<file path="config.mk">
export PLATFORM = sky130hd
export DESIGN_NAME = rr_arb8
export DESIGN_NICKNAME = d
export VERILOG_FILES = /design/src/rtl/rr_arb_pkg.sv /design/src/rtl/arb_prio_enc.sv /design/src/rtl/rr_arb8.sv
export SDC_FILE = /design/constraint.sdc
export NUM_CORES = 1
export LEC_CHECK = 0
export ABC_AREA = 1
export CAP_MARGIN = 0
export CORE_MARGIN = 4
export CORE_UTILIZATION = 51
export DETAILED_ROUTE_END_ITERATION = 16
export HOLD_SLACK_MARGIN = 0.15
export PLACE_DENSITY = 0.76
export SETUP_SLACK_MARGIN = 0.3
export SLEW_MARGIN = 30
export SYNTH_ARGS = -nofsm -noshare
export SYNTH_HDL_FRONTEND = slang
export SYNTH_SLANG_ARGS = --single-unit
</file>
<file path="constraint.sdc">
create_clock -name clk -period 2.9 [get_ports clk]
set_input_delay 0.58 -clock clk [delete_from_list [all_inputs] [get_ports clk]]
set_output_delay 0.58 -clock clk [all_outputs]
set_load 0.05 [all_outputs]
</file>
<file path="src/rtl/rr_arb_pkg.sv">
// Shared constants, FSM state type and id/bit-position helpers for the 8-way round-robin arbiter.
// Requester id k sits on request bit (N_REQ-1-k), so id 0 is the MSB.
package rr_arb_pkg;

  localparam int N_REQ = 8;
  localparam int ID_W  = 3;

  typedef enum logic {
    ST_IDLE  = 1'b0,
    ST_GRANT = 1'b1
  } state_t;

  function automatic logic [ID_W-1:0] id2pos(input logic [ID_W-1:0] id);
    return ID_W'(N_REQ - 1) - id;
  endfunction

  function automatic logic [N_REQ-1:0] id2onehot(input logic [ID_W-1:0] id);
    logic [N_REQ-1:0] v;
    v = '0;
    v[id2pos(id)] = 1'b1;
    return v;
  endfunction

endpackage

</file>
<file path="src/rtl/arb_prio_enc.sv">
// Priority encoder over the pointer-rotated eligible vector.
// Bit 0 is the highest priority; the offset is added back to the pointer by the caller.
import rr_arb_pkg::*;

module arb_prio_enc (
  input  logic [N_REQ-1:0] i_vec,
  output logic             o_found,
  output logic [ID_W-1:0]  o_ofs
);

  always_comb begin
    o_found = |i_vec;
    o_ofs   = '0;
    // Descending scan so the lowest set bit is the last (winning) assignment.
    for (int i = N_REQ - 1; i >= 0; i--) begin
      if (i_vec[i]) o_ofs = ID_W'(i);
    end
  end

endmodule

</file>
<file path="src/rtl/rr_arb8.sv">
// Eight-requester round-robin arbiter with a hold limit that revokes and masks a hogging requester.
// All outputs come straight from registers.
import rr_arb_pkg::*;

module rr_arb8 #(
  parameter int MAX_HOLD = 16
) (
  input  logic             clk,
  input  logic             rst_n,
  input  logic [N_REQ-1:0] req,
  output logic [N_REQ-1:0] gnt,
  output logic [ID_W-1:0]  gnt_id,
  output logic             gnt_valid,
  output logic             timeout
);

  // state    | meaning
  // ST_IDLE  | no grant held; arbitrate among eligible requesters
  // ST_GRANT | one requester granted; watch its req and the hold counter

  localparam logic [7:0] HOLD_LIM = 8'(MAX_HOLD);

  state_t           r_state, w_state_n;
  logic [N_REQ-1:0] r_gnt, w_gnt_n;
  logic [ID_W-1:0]  r_gnt_id, w_gnt_id_n;
  logic             r_gnt_valid, w_gnt_valid_n;
  logic             r_timeout, w_timeout_n;
  logic [ID_W-1:0]  r_ptr, w_ptr_n;
  logic [N_REQ-1:0] r_mask, w_mask_n, w_mask_set;
  logic [7:0]       r_hold, w_hold_n;

  logic [N_REQ-1:0] w_elig_id, w_rot;
  logic [ID_W-1:0]  w_idx, w_ofs, w_win_id;
  logic             w_found, w_gnt_req;

  // w_elig_id is indexed by requester id, w_rot by distance from the pointer.
  always_comb begin
    w_elig_id = '0;
    w_rot     = '0;
    w_idx     = '0;
    for (int k = 0; k < N_REQ; k++) begin
      w_elig_id[k] = req[id2pos(ID_W'(k))] & ~r_mask[id2pos(ID_W'(k))];
    end
    for (int i = 0; i < N_REQ; i++) begin
      w_idx    = r_ptr + ID_W'(i);
      w_rot[i] = w_elig_id[w_idx];
    end
  end

  arb_prio_enc u_prio_enc (
    .i_vec   (w_rot),
    .o_found (w_found),
    .o_ofs   (w_ofs)
  );

  assign w_win_id  = r_ptr + w_ofs;
  assign w_gnt_req = req[id2pos(r_gnt_id)];

  always_comb begin
    w_state_n     = r_state;
    w_gnt_n       = r_gnt;
    w_gnt_id_n    = r_gnt_id;
    w_gnt_valid_n = r_gnt_valid;
    w_timeout_n   = 1'b0;
    w_ptr_n       = r_ptr;
    w_hold_n      = r_hold;
    w_mask_set    = '0;
    unique case (r_state)
      ST_IDLE: begin
        if (w_found) begin
          w_state_n     = ST_GRANT;
          w_gnt_n       = id2onehot(w_win_id);
          w_gnt_id_n    = w_win_id;
          w_gnt_valid_n = 1'b1;
          w_hold_n      = 8'd1;
        end
      end
      ST_GRANT: begin
        if (!w_gnt_req || r_hold == HOLD_LIM) begin
          w_state_n     = ST_IDLE;
          w_gnt_n       = '0;
          w_gnt_id_n    = '0;
          w_gnt_valid_n = 1'b0;
          w_ptr_n       = r_gnt_id + ID_W'(1);
          w_hold_n      = '0;
          // A voluntary release on the limit cycle wins over the revoke.
          if (w_gnt_req) begin
            w_timeout_n = 1'b1;
            w_mask_set  = r_gnt;
          end
        end else begin
          w_hold_n = (r_hold == 8'hFF) ? r_hold : r_hold + 8'd1;
        end
      end
      default: w_state_n = ST_IDLE;
    endcase
  end

  assign w_mask_n = (r_mask & req) | w_mask_set;

  always_ff @(posedge clk or negedge rst_n) begin
    if (!rst_n) begin
      r_state     <= ST_IDLE;
      r_gnt       <= '0;
      r_gnt_id    <= '0;
      r_gnt_valid <= 1'b0;
      r_timeout   <= 1'b0;
      r_ptr       <= '0;
      r_mask      <= '0;
      r_hold      <= '0;
    end else begin
      r_state     <= w_state_n;
      r_gnt       <= w_gnt_n;
      r_gnt_id    <= w_gnt_id_n;
      r_gnt_valid <= w_gnt_valid_n;
      r_timeout   <= w_timeout_n;
      r_ptr       <= w_ptr_n;
      r_mask      <= w_mask_n;
      r_hold      <= w_hold_n;
    end
  end

  assign gnt       = r_gnt;
  assign gnt_id    = r_gnt_id;
  assign gnt_valid = r_gnt_valid;
  assign timeout   = r_timeout;

endmodule
</file>
Yosys cells after proc, flatten, opt, wreduce, memory -nomap -nowiden:

Index checks and enable logic that the tools add are counted.

* flip-flop bits (word level): 33
* input bits: 10
* word-level logic and storage cells: 112

* bitwise gates (word level): 19
* muxes and demuxes: 50
* add/sub/neg operators: 12
* eq/ne operators: 5
* magnitude comparators: 11
* reduce and logical (&&, ||, !) cells: 7

Operators by type and width (count)
* 8-bit two-way mux: 8
* 3-bit by 4-bit less-than comparator with 1-bit output, second input constant: 10
* 8-bit case mux with 2 select lines: 2
* 3-bit two-way mux: 10
* 1-bit binary-select mux with 3-bit select: 9
* 1-bit two-way mux: 17
* 3-bit adder, second input constant: 4
* 1-bit inverter: 9
* 8-bit by 1-bit adder with 8-bit output, second input constant: 1
* 1-bit AND: 8
* 8-bit AND: 1
* 8-bit by 5-bit equality test with 1-bit output, second input constant: 1
* 8-bit equality test, second input constant: 1
* 8-bit bitwise OR: 1
* 8-bit OR reduction: 1
* 3-bit by 1-bit adder with 3-bit output, second input constant: 2
* 3-bit by 2-bit adder with 3-bit output, second input constant: 2
* 3-bit case mux with 2 select lines: 1
* 2-bit AND reduction: 3
* 3-bit subtractor, first input constant: 2
* 2-bit by 1-bit inequality test with 1-bit output, second input constant: 2
* 1-bit case mux with 2 select lines: 2
* 3-bit adder: 1
* 1-bit demux with 3-bit select: 1
* other kinds (5): 5

Longest topological paths before layout:

Gate-level depths: netlist of the first run.

* depth after elaboration: 20
* mapped depth: 20

Cells and area by module:

Synthesis of the first run repeated with hierarchy kept, for this count alone.

* cell total of the unflattened synthesis: 301
* area total of the unflattened synthesis: 2203.4 um2

By module, submodules not included
* rr_arb8: cells each 279, instances 1, area an instance 2104.5 um2
* arb_prio_enc: cells each 22, instances 1, area an instance 98.8 um2

Worst setup path after synthesis of the first run:

Ideal clock, no wire load.

* path kind: reg2reg
* start point: reg r_ptr[1]
* end point: reg r_gnt[6], in the netlist gnt[6]
* buffers on the path: 0
* setup slack: 0.007 ns
* arrival: 2.775 ns
* library setup time: 0.118 ns
* stages on the path, launching flop included: 20
* period minus slack after synthesis: 2.893 ns
* path through: dfrtp_1 inv_1 ha_1 inv_1 nand3_1 nand3_1 nand2_1 a21oi_1 o21ai_0 nand2_1 a21boi_0 ha_1 inv_1 fa_1 xor2_1 inv_1 nand3_1 nand2_1 nand3_1 nand2_1

* longest elaborated chain between the ends: 19

RTL lines
* start, declared: RTL line rr_arb8.sv:28 `logic [ID_W-1:0] r_ptr, w_ptr_n;`
* start signal, assigned: RTL line rr_arb8.sv:117 `r_ptr <= w_ptr_n;`
* 3-bit adder: RTL line rr_arb8.sv:45 `w_idx = r_ptr + ID_W'(i);`
* 1-bit binary-select mux with 3-bit select: RTL line rr_arb8.sv:46 `w_rot[i] = w_elig_id[w_idx];`
* 1-bit two-way mux (not written as such): RTL line rr_arb8.sv:46
* 3-bit two-way mux (8 in series): RTL line arb_prio_enc.sv:16 `if (i_vec[i]) o_ofs = ID_W'(i);`
* 3-bit adder: RTL line rr_arb8.sv:56 `assign w_win_id = r_ptr + w_ofs;`
* 3-bit subtractor: RTL line rr_arb_pkg.sv:14 `return ID_W'(N_REQ - 1) - id;`
* 3-bit by 4-bit less-than comparator with 1-bit output (not written as such) or 3-bit by 1-bit greater-or-equal comparator with 1-bit output (tied branches): RTL line rr_arb_pkg.sv:20 `v[id2pos(id)] = 1'b1;`
* 1-bit logical AND (not written as such): RTL line rr_arb_pkg.sv:20
* 1-bit two-way mux (not written as such): RTL line rr_arb_pkg.sv:20
* 1-bit demux with 3-bit select: RTL line rr_arb_pkg.sv:20
* 8-bit two-way mux: RTL line rr_arb8.sv:70 `if (w_found) begin`
* 8-bit case mux with 2 select lines: RTL line rr_arb8.sv:68 `unique case (r_state)`
* end signal, assigned: RTL line rr_arb8.sv:113 `r_gnt <= w_gnt_n;`
* end, declared: RTL line rr_arb8.sv:24 `logic [N_REQ-1:0] r_gnt, w_gnt_n;`

Several ways; a longest one is shown, not always the timed one. The select of a mux whose other input is x is not followed.
A chain may end at the register's enable or synchronous reset.

Worst setup path after layout of the first run:

* start point: reg r_ptr[0]
* end point: reg r_gnt[3], in the netlist gnt[3]

Same word-level chain as after synthesis.

==> reports/results.txt, run 1 <==
Crit path arrival time -> 2.94 ns
Family with the most delay on the worst path -> simple AND/OR/NAND/NOR gates
Clock slew seen by the registers of the worst setup and hold paths -> 0.07 ns
CTS Sinks -> 33
Number of buffer and inverter stages on the critical path -> 4
Number of synthesized flops with an enable pin -> 0
Number of antenna violations at the first check in global routing -> 0
Drc violations -> 0
Number of cell rows -> 23
Pre-CTS setup slack -> -0.337 ns
Flip-flop and latch count after synthesis -> 33
Wire length of the first global-routing pass -> 9.79 mm
Total wire length -> 6.12 mm
Delay of the slowest critical-path stage -> 0.49 ns
Worst-skew pair later-pin latency -> 0.29 ns
Net count, final -> 363
Shortest clock period the worst path allows after layout -> 2.77 ns
Pleak -> 1.44 nW
Slew @ Worst Pin -> 0.508 ns
Count of hold buffers inserted by post-cts repair -> 0
Initial cell density of the core -> 54.2%
Fin Hold WS -> 0.512 ns
Critical path type -> reg -> reg
Input/output buffers -> 22
Cell-by-cell trace of the critical path -> inv_8 > buf_6 > nand3_1 > nand3_2 > nand3_2 > nand2_2 > a21oi_1 > o21ai_1 > nand2_1 > a21boi_1 > ha_2 > inv_1 > fa_2 > xor2_2 > inv_1 > nand3_2 > nand3_1 > o21ai_1
Post-synthesis cell area -> 2210 sq um
Clock buffers created by TritonCTS -> 5
Clock tree from TritonCTS -> done
Critical Path Source Type -> flip-flop
HPWL Detailed -> 4.34 mm
Setup crit end kind -> flip-flop
Cell Count Post-Placement -> 382
Maximum number of pins on one net before global-route repair -> 34
Routed vias/inst -> 5.62
Synthesized instance count -> 293
Routed wirelength normalized by instance count -> 15.4 um
Netlist cell types -> 33
CP most frequent cell -> sky130_fd_sc_hd__nand3_2
Final non-filler cell total -> 397
Mean post-synth cell area -> 7.55 sq um
Overall fraction of global-route tracks in use -> 23.6%
Highest ir drop seen on vdd -> 0.685 mV
Number of max-slew violations in the final report -> 0
Die ar. -> 5460 sq um
Final period util -> 95.6%
Ratio of total power to cell area -> 1330 nW/um^2
Largest buffer count on any clock path -> 2
Fraction of final layout cells with drive strength greater than 1 -> 25.9%
Number of global-route vias before repair -> 2087
F_max -> 0.361 GHz
Share of Yosys cell area claimed by the top area cell type -> 37.3%
PnR Total Power -> 0.00388 W
Largest fanout on the critical path -> 8
Syn Nets -> 310
Final number of setup-violating endpoints -> 0
Initial drt markers -> 173
Overall die width -> 73.9 um
N_diodes -> 0
Vertical extent of the die -> 73.9 um
Clock tree root driver cell -> sky130_fd_sc_hd__clkbuf_8
Final hold violation count -> 0
Count of vias placed by the detailed router -> 2233
Setup WS post-layout -> 0.127 ns
Fill cells -> 326
Ys async rst share -> 100%
Status -> completed
Slowest library cell on the worst path -> sky130_fd_sc_hd__dfrtp_2
HP Class -> reg -> reg
YS warnings -> 0
Routed Antenna Nets -> 0
Max_cap viols -> 0
First drt pass iteration count -> 5
Main area contributors after synthesis -> sky130_fd_sc_hd__dfrtp_1 (37%), sky130_fd_sc_hd__nand2_1 (15%), sky130_fd_sc_hd__nand3_1 (12%), sky130_fd_sc_hd__inv_1 (4.7%), sky130_fd_sc_hd__ha_1 (3.4%)
Most common library cell in the layout ignoring fill and taps -> sky130_fd_sc_hd__nand2_1
Relative slew slack -> 66.0%
Layout area overhead -> 31.9%
Most frequent cells in the layout -> sky130_fd_sc_hd__nand2_1 (86), sky130_fd_sc_hd__nand3_1 (39), sky130_fd_sc_hd__dfrtp_1 (31), sky130_fd_sc_hd__buf_4 (28), sky130_fd_sc_hd__inv_1 (25)
Clock skew -> 0.00571 ns
Routability congestion estimate from global placement -> 0.965
Largest area contributor in the synthesized netlist -> sky130_fd_sc_hd__dfrtp_1
Area of the placeable core -> 4090 sq um
Total global routing overflow -> 0
I/O pin cnt -> 23
Part of the Yosys area used for sequential elements -> 37.3%
Commonest register cell after synthesis -> sky130_fd_sc_hd__dfrtp_1
Setup repair after global routing missed its margin -> true
Required time reported for the critical path endpoint -> 3.07 ns
Total number of H-tree levels -> 2
## synth_stat cells (2+ instances only)
cell type	number
sky130_fd_sc_hd__a21oi_1	5
sky130_fd_sc_hd__o21ai_2	2
sky130_fd_sc_hd__nand3_1	53
sky130_fd_sc_hd__o21ai_0	14
sky130_fd_sc_hd__nand3_2	7
sky130_fd_sc_hd__xor2_1	5
sky130_fd_sc_hd__ha_1	6
sky130_fd_sc_hd__nand2_1	89
sky130_fd_sc_hd__nor2_1	10
sky130_fd_sc_hd__a22o_1	4
sky130_fd_sc_hd__buf_6	4
sky130_fd_sc_hd__inv_1	28
sky130_fd_sc_hd__dfrtp_1	33
sky130_fd_sc_hd__o21ai_1	4
sky130_fd_sc_hd__o211ai_1	2
sky130_fd_sc_hd__clkbuf_1	2
sky130_fd_sc_hd__nand2_2	3
sky130_fd_sc_hd__nor3_1	2
sky130_fd_sc_hd__xnor2_1	4
sky130_fd_sc_hd__nand4_1	3
## flip-flops by register name, summed over array words and instances (netlist names)
name / cells
gnt_valid: 1
r_hold: 8
r_state: 1
r_mask: 8
gnt_id: 3
r_ptr: 3
gnt: 8
timeout: 1
## timing repair
item,4_1_cts,5_1_grt
setup endpoints to repair,10,10
pin swaps,3,3
gates resized for setup,18,21
gates cloned,0,1
hold endpoints to repair,0,0
buffers inserted,4,2
## power by group
part | internal, W | leakage, nW | switching, W
clock | 0.000214 | 0.0542 | 0.000168
combinational | 0.00116 | 0.943 | 0.00163
sequential | 0.000557 | 0.439 | 0.000152
## worst register-to-register path, cell delays in order, from the launching register on
cell and delay (ns):
sky130_fd_sc_hd__dfrtp_2 0.49, sky130_fd_sc_hd__inv_8 0.09, sky130_fd_sc_hd__buf_6 0.13, sky130_fd_sc_hd__nand3_1 0.15, sky130_fd_sc_hd__nand3_2 0.14, sky130_fd_sc_hd__nand3_2 0.08
sky130_fd_sc_hd__nand2_2 0.08, sky130_fd_sc_hd__a21oi_1 0.06, sky130_fd_sc_hd__o21ai_1 0.11, sky130_fd_sc_hd__nand2_1 0.06, sky130_fd_sc_hd__a21boi_1 0.13, sky130_fd_sc_hd__ha_2 0.18
sky130_fd_sc_hd__inv_1 0.04, sky130_fd_sc_hd__fa_2 0.34, sky130_fd_sc_hd__xor2_2 0.16, sky130_fd_sc_hd__inv_1 0.07, sky130_fd_sc_hd__nand3_2 0.11, sky130_fd_sc_hd__nand3_1 0.15
sky130_fd_sc_hd__o21ai_1 0.08
## routing by layer
layer / GRT usage (%) / up-vias / share of wire, %
met4: 6.24 / 0 / 2.9
li1: - / 1071 / -
met2: 38.0 / 104 / 46
met1: 31.8 / 1036 / 43
met5: 0 / - / 0
met3: 5.47 / 22 / 8.1
## stage by stage
step	setup TNS [ns]	area, sq um	utilization [%]
detailed placement	-3.01	2650	64.8
global placement	-2.70	2650	64.8
finish	0	2920	71.5
CTS	0	2810	68.7
floorplan	0	2240	-
global route	-0.867	2920	71.5
## logic make-up after synthesis
kind of cell / after synthesis / synth area share (%)
AOI/OAI and AO/OA: 33 / 8.93
adders and majority gates: 7 / 4.30
xor gates and xnor gates: 11 / 5.03
and+or+nand+nor: 172 / 36.5
buffers and inverters: 37 / 7.91
DFF: 33 / 37.3
## area by class of cell
| type | count | area, sq um | share of cell area (%) |
|---|---|---|---|
| Multi-Input combinational cell | 223 | 1350 | 46.3 |
| Tap cell | 50 | 62.6 | 2.14 |
| Sequential cell | 33 | 828 | 28.4 |
| Clock buffer | 7 | 96.3 | 3.30 |
| Timing Repair Buffer | 53 | 454 | 15.6 |
| Clock inverter | 1 | 5.00 | 0.171 |
| Inverter | 30 | 123 | 4.20 |
## worst paths after layout
kind / end / slack [ns] / startpoint / cells past startpoint
max: gnt[3]$_DFFE_PN0P_ / 0.13 / r_ptr[0]$_DFFE_PN0P_ / 18
min: gnt_valid$_DFFE_PN0P_ / 0.51 / gnt_valid$_DFFE_PN0P_ / 2
max reg2reg: gnt[3]$_DFFE_PN0P_ / 0.13 / r_ptr[0]$_DFFE_PN0P_ / 18
min reg2reg: gnt_valid$_DFFE_PN0P_ / 0.51 / gnt_valid$_DFFE_PN0P_ / 2
max in group asynchronous: r_ptr[1]$_DFFE_PN0P_ / 1.89 / rst_n / 2
min in group asynchronous: r_mask[4]$_DFF_PN0_ / 0.69 / rst_n / 2
No activity file was read; power rests on OpenSTA's default activity.
==> inputs of run 2 (changes only) <==
Settings changed: CORE_ASPECT_RATIO set to 0.8.
==> run 2 against run 1 <==
Maximum frequency is 3.7% lower. First-iteration DRC count rose by 91%. Highest routed layer unchanged. Final area grew 2.5%. Clock power down 9.1%. Critical endpoint is now gnt[4]$_DFFE_PN0P_. Non-clock buffer count up 5. Routed wire length rose by 5.1%. Clock skew increased by 0.0024 ns.
==> reports/results.txt, run 2 (synthesis gave the netlist of run 1 again) <==
Switching fraction of total power -> 51.2% (+0.90 points)
Overall fraction of global-route tracks in use -> 25.1% (+1.5 points)
Routability congestion estimate from global placement -> 1.01 (+4.6%)
Number of global-route vias before repair -> 2084 (-0.14%)
Largest fanout on the critical path -> 5 (-3)
Destination of the worst register-to-register timing path -> gnt[4]$_DFFE_PN0P_
Slowest library cell on the worst path -> sky130_fd_sc_hd__dfrtp_1
Layout area overhead -> 35.2%
Cell-by-cell trace of the critical path -> buf_12 > inv_8 > ha_4 > inv_6 > nand3_2 > nand3_1 > nand2_2 > a21oi_2 > o21ai_1 > nand2_1 > a21boi_1 > ha_2 > inv_2 > fa_2 > xor2_2 > inv_1 > nand3_2 > nand2_4 > nand3_1 > nand2_1
Fraction of final layout cells with drive strength greater than 1 -> 28.5% (+2.6 points)
Utilization after layout -> 71.6% (+0.17 points)
Fraction of power consumed by combinational cells -> 74.1% (+2.2 points)
Initial drt markers -> 330 (+91%)
Worst-skew pair later-pin latency -> 0.28 ns (about the same)
Most common library cell in the layout ignoring fill and taps -> sky130_fd_sc_hd__nand2_1
Total global routing overflow -> 0 (unchanged)
Number of cell rows -> 21 (-8.7%)
Worst R2R Path Depth -> 20 (+2)
Psw -> 0.00208 W (+6.7%)
Max_cap viols -> 0 (unchanged)
Setup WS post-layout -> 0.0200 ns (-0.107 ns)
Clock slew seen by the registers of the worst setup and hold paths -> 0.07 ns (about the same)
Fin Hold WS -> 0.476 ns (-0.0362 ns)
Clock tree root driver cell -> sky130_fd_sc_hd__clkbuf_8
Net count, final -> 368 (+1.4%)
Slew @ Worst Pin -> 0.624 ns (+0.116 ns)
Input/output buffers -> 22 (unchanged)
Setup crit end kind -> flip-flop
Family with the most delay on the worst path -> adder cells
Initial cell density of the core -> 53.0% (-1.2 points)
Most frequent cells in the layout -> sky130_fd_sc_hd__nand2_1 (84), sky130_fd_sc_hd__nand3_1 (33), sky130_fd_sc_hd__buf_4 (33), sky130_fd_sc_hd__dfrtp_1 (31), sky130_fd_sc_hd__nand3_2 (27)
Fraction of power consumed by the clock network -> 8.6% (-1.3 points)
Critical path type -> reg -> reg
Vertical extent of the die -> 66.9 um (-9.4%)
HP Class -> reg -> reg
Clock buffers created by TritonCTS -> 5 (unchanged)
Placed cell area -> 2700 sq um (+1.9%)
Maximum number of pins on one net before global-route repair -> 34 (unchanged)
Routed wirelength normalized by instance count -> 15.8 um (+2.3%)
Setup repair after global routing missed its margin -> true
Timing endpoint of the critical path -> gnt[4]$_DFFE_PN0P_
Wire length of the first global-routing pass -> 10.3 mm (+5.2%)
Shortest clock period the worst path allows after layout -> 2.88 ns (+0.107 ns)
Worst reg2reg setup slack -> 0.02 ns (-0.11 ns)
Number of antenna violations at the first check in global routing -> 0 (unchanged)
Pre-CTS setup slack -> -0.335 ns (+0.00185 ns)
I/O pin cnt -> 23 (unchanged)
Path length in cells of the critical path -> 20 (+2)
Clock skew -> 0.00815 ns (+0.00245 ns)
Startpoint of the lowest-slack register-to-register path -> r_ptr[0]$_DFFE_PN0P_
Number of max-slew violations in the final report -> 0 (unchanged)
Area of the placeable core -> 4180 sq um (+2.2%)
Delay of the slowest critical-path stage -> 0.41 ns (-0.08 ns)
Pleak -> 1.46 nW (+1.6%)
N_diodes -> 0 (unchanged)
Overall die width -> 81.7 um (+11%)
Status -> completed
Die ar. -> 5460 sq um (+0.12%)
Highest ir drop seen on vdd -> 0.972 mV (+42%)
Routed vias/inst -> 5.55 (-1.3%)
F_max -> 0.347 GHz (-3.7%)
CTS Sinks -> 33 (unchanged)
Post-route cell area -> 2990 sq um (+2.5%)
Ratio of total power to cell area -> 1360 nW/um^2 (+2.3%)
Total wire length -> 6.43 mm (+5.1%)
Cell internal power dissipation -> 0.00199 W (+2.9%)
First drt pass iteration count -> 4 (-1)
Final number of setup-violating endpoints -> 0 (unchanged)
Critical Path Source Type -> flip-flop
Total number of H-tree levels -> 2 (unchanged)
Clock tree from TritonCTS -> done
Count of vias placed by the detailed router -> 2264 (+1.4%)
Relative slew slack -> 58.2% (-7.8 points)
Largest buffer count on any clock path -> 2 (unchanged)
Drc violations -> 0 (unchanged)
Final period util -> 99.3% (+3.7 points)
Final hold violation count -> 0 (unchanged)
Required time reported for the critical path endpoint -> 3.12 ns (+0.05 ns)
Fill cells -> 315 (-3.4%)
Crit path arrival time -> 3.10 ns (+0.16 ns)
Number of buffer and inverter stages on the critical path -> 5 (+1)
Part of the total power dissipated in sequential elements -> 17.3% (-1.0 points)
First element of the critical path -> r_ptr[0]$_DFFE_PN0P_
Routed Antenna Nets -> 0 (unchanged)
HPWL Detailed -> 4.55 mm (+5.0%)
Final sum of negative setup slack -> 0 ns (unchanged)
## run 2: cell count changes in the layout (fill, tap and decap cells not counted), moves of 2 or more
cell / change
sky130_fd_sc_hd__nand2_1: -2
sky130_fd_sc_hd__nand3_2: +6
sky130_fd_sc_hd__nand3_1: -6
sky130_fd_sc_hd__buf_4: +5
## run 2: routing by layer
metal	share of wire, %	track usage (%)	vias up
li1	-	-	1080
met5	0	0	-
met1	45	37.1	1058
met2	44	36.4	103
met4	2.3	6.64	0
met3	8.6	6.08	23
## run 2: power by group through the flow
stage	Combinational (W)	Sequential (W)	Clock [W]
final	0.00301	0.000705	0.000348
after global routing	0.00327	0.000717	0.000377
after CTS	0.00282	0.000699	0.000353
after detailed placement	0.00246	0.000698	0
after global placement	0.00243	0.000699	0
after floorplan	0.00155	0.000766	0
## run 2: final cells by class
type	instances	area [sq um]	area share, %
Clock buffer	7	86.3	2.88
Multi-Input combinational cell	223	1380	46.2
Sequential cell	33	828	27.7
Inverter	30	125	4.18
Timing Repair Buffer	58	500	16.7
Tap cell	57	71.3	2.38
## run 2: worst min-delay path by stage
stage                     startpoint                     to  slack (ns)  cells past startpoint
3_5_place_dp   gnt_valid$_DFFE_PN0P_  gnt_valid$_DFFE_PN0P_        0.46                      2
2_1_floorplan                  rst_n     gnt[0]$_DFFE_PN0P_        0.28                      0
3_3_place_gp   gnt_valid$_DFFE_PN0P_  gnt_valid$_DFFE_PN0P_        0.46                      2
5_1_grt        gnt_valid$_DFFE_PN0P_  gnt_valid$_DFFE_PN0P_        0.51                      2
6_report       gnt_valid$_DFFE_PN0P_  gnt_valid$_DFFE_PN0P_        0.48                      2
4_1_cts        gnt_valid$_DFFE_PN0P_  gnt_valid$_DFFE_PN0P_        0.48                      2
## run 2: tightest hold or removal path: cells and delay by family, from the launching register on
family           cells  cell delay [ns]
flip-flops           1             0.34
AND/OR/NAND/NOR      2             0.10
## run 2: metrics by stage
stage	cells	power [W]
2_1_floorplan	293	0.00231
3_3_place_gp	393	0.00313
3_5_place_dp	393	0.00316
4_1_cts	407	0.00387
5_1_grt	408	0.00436
6_report	408	0.00407
## run 2: timing repair
item                       CTS  global route
gates cloned                 0             0
resized for setup           36             9
setup endpoints to repair   10            10
pin swaps                   13             9
hold buffers                 0             0
setup buffers                7             1
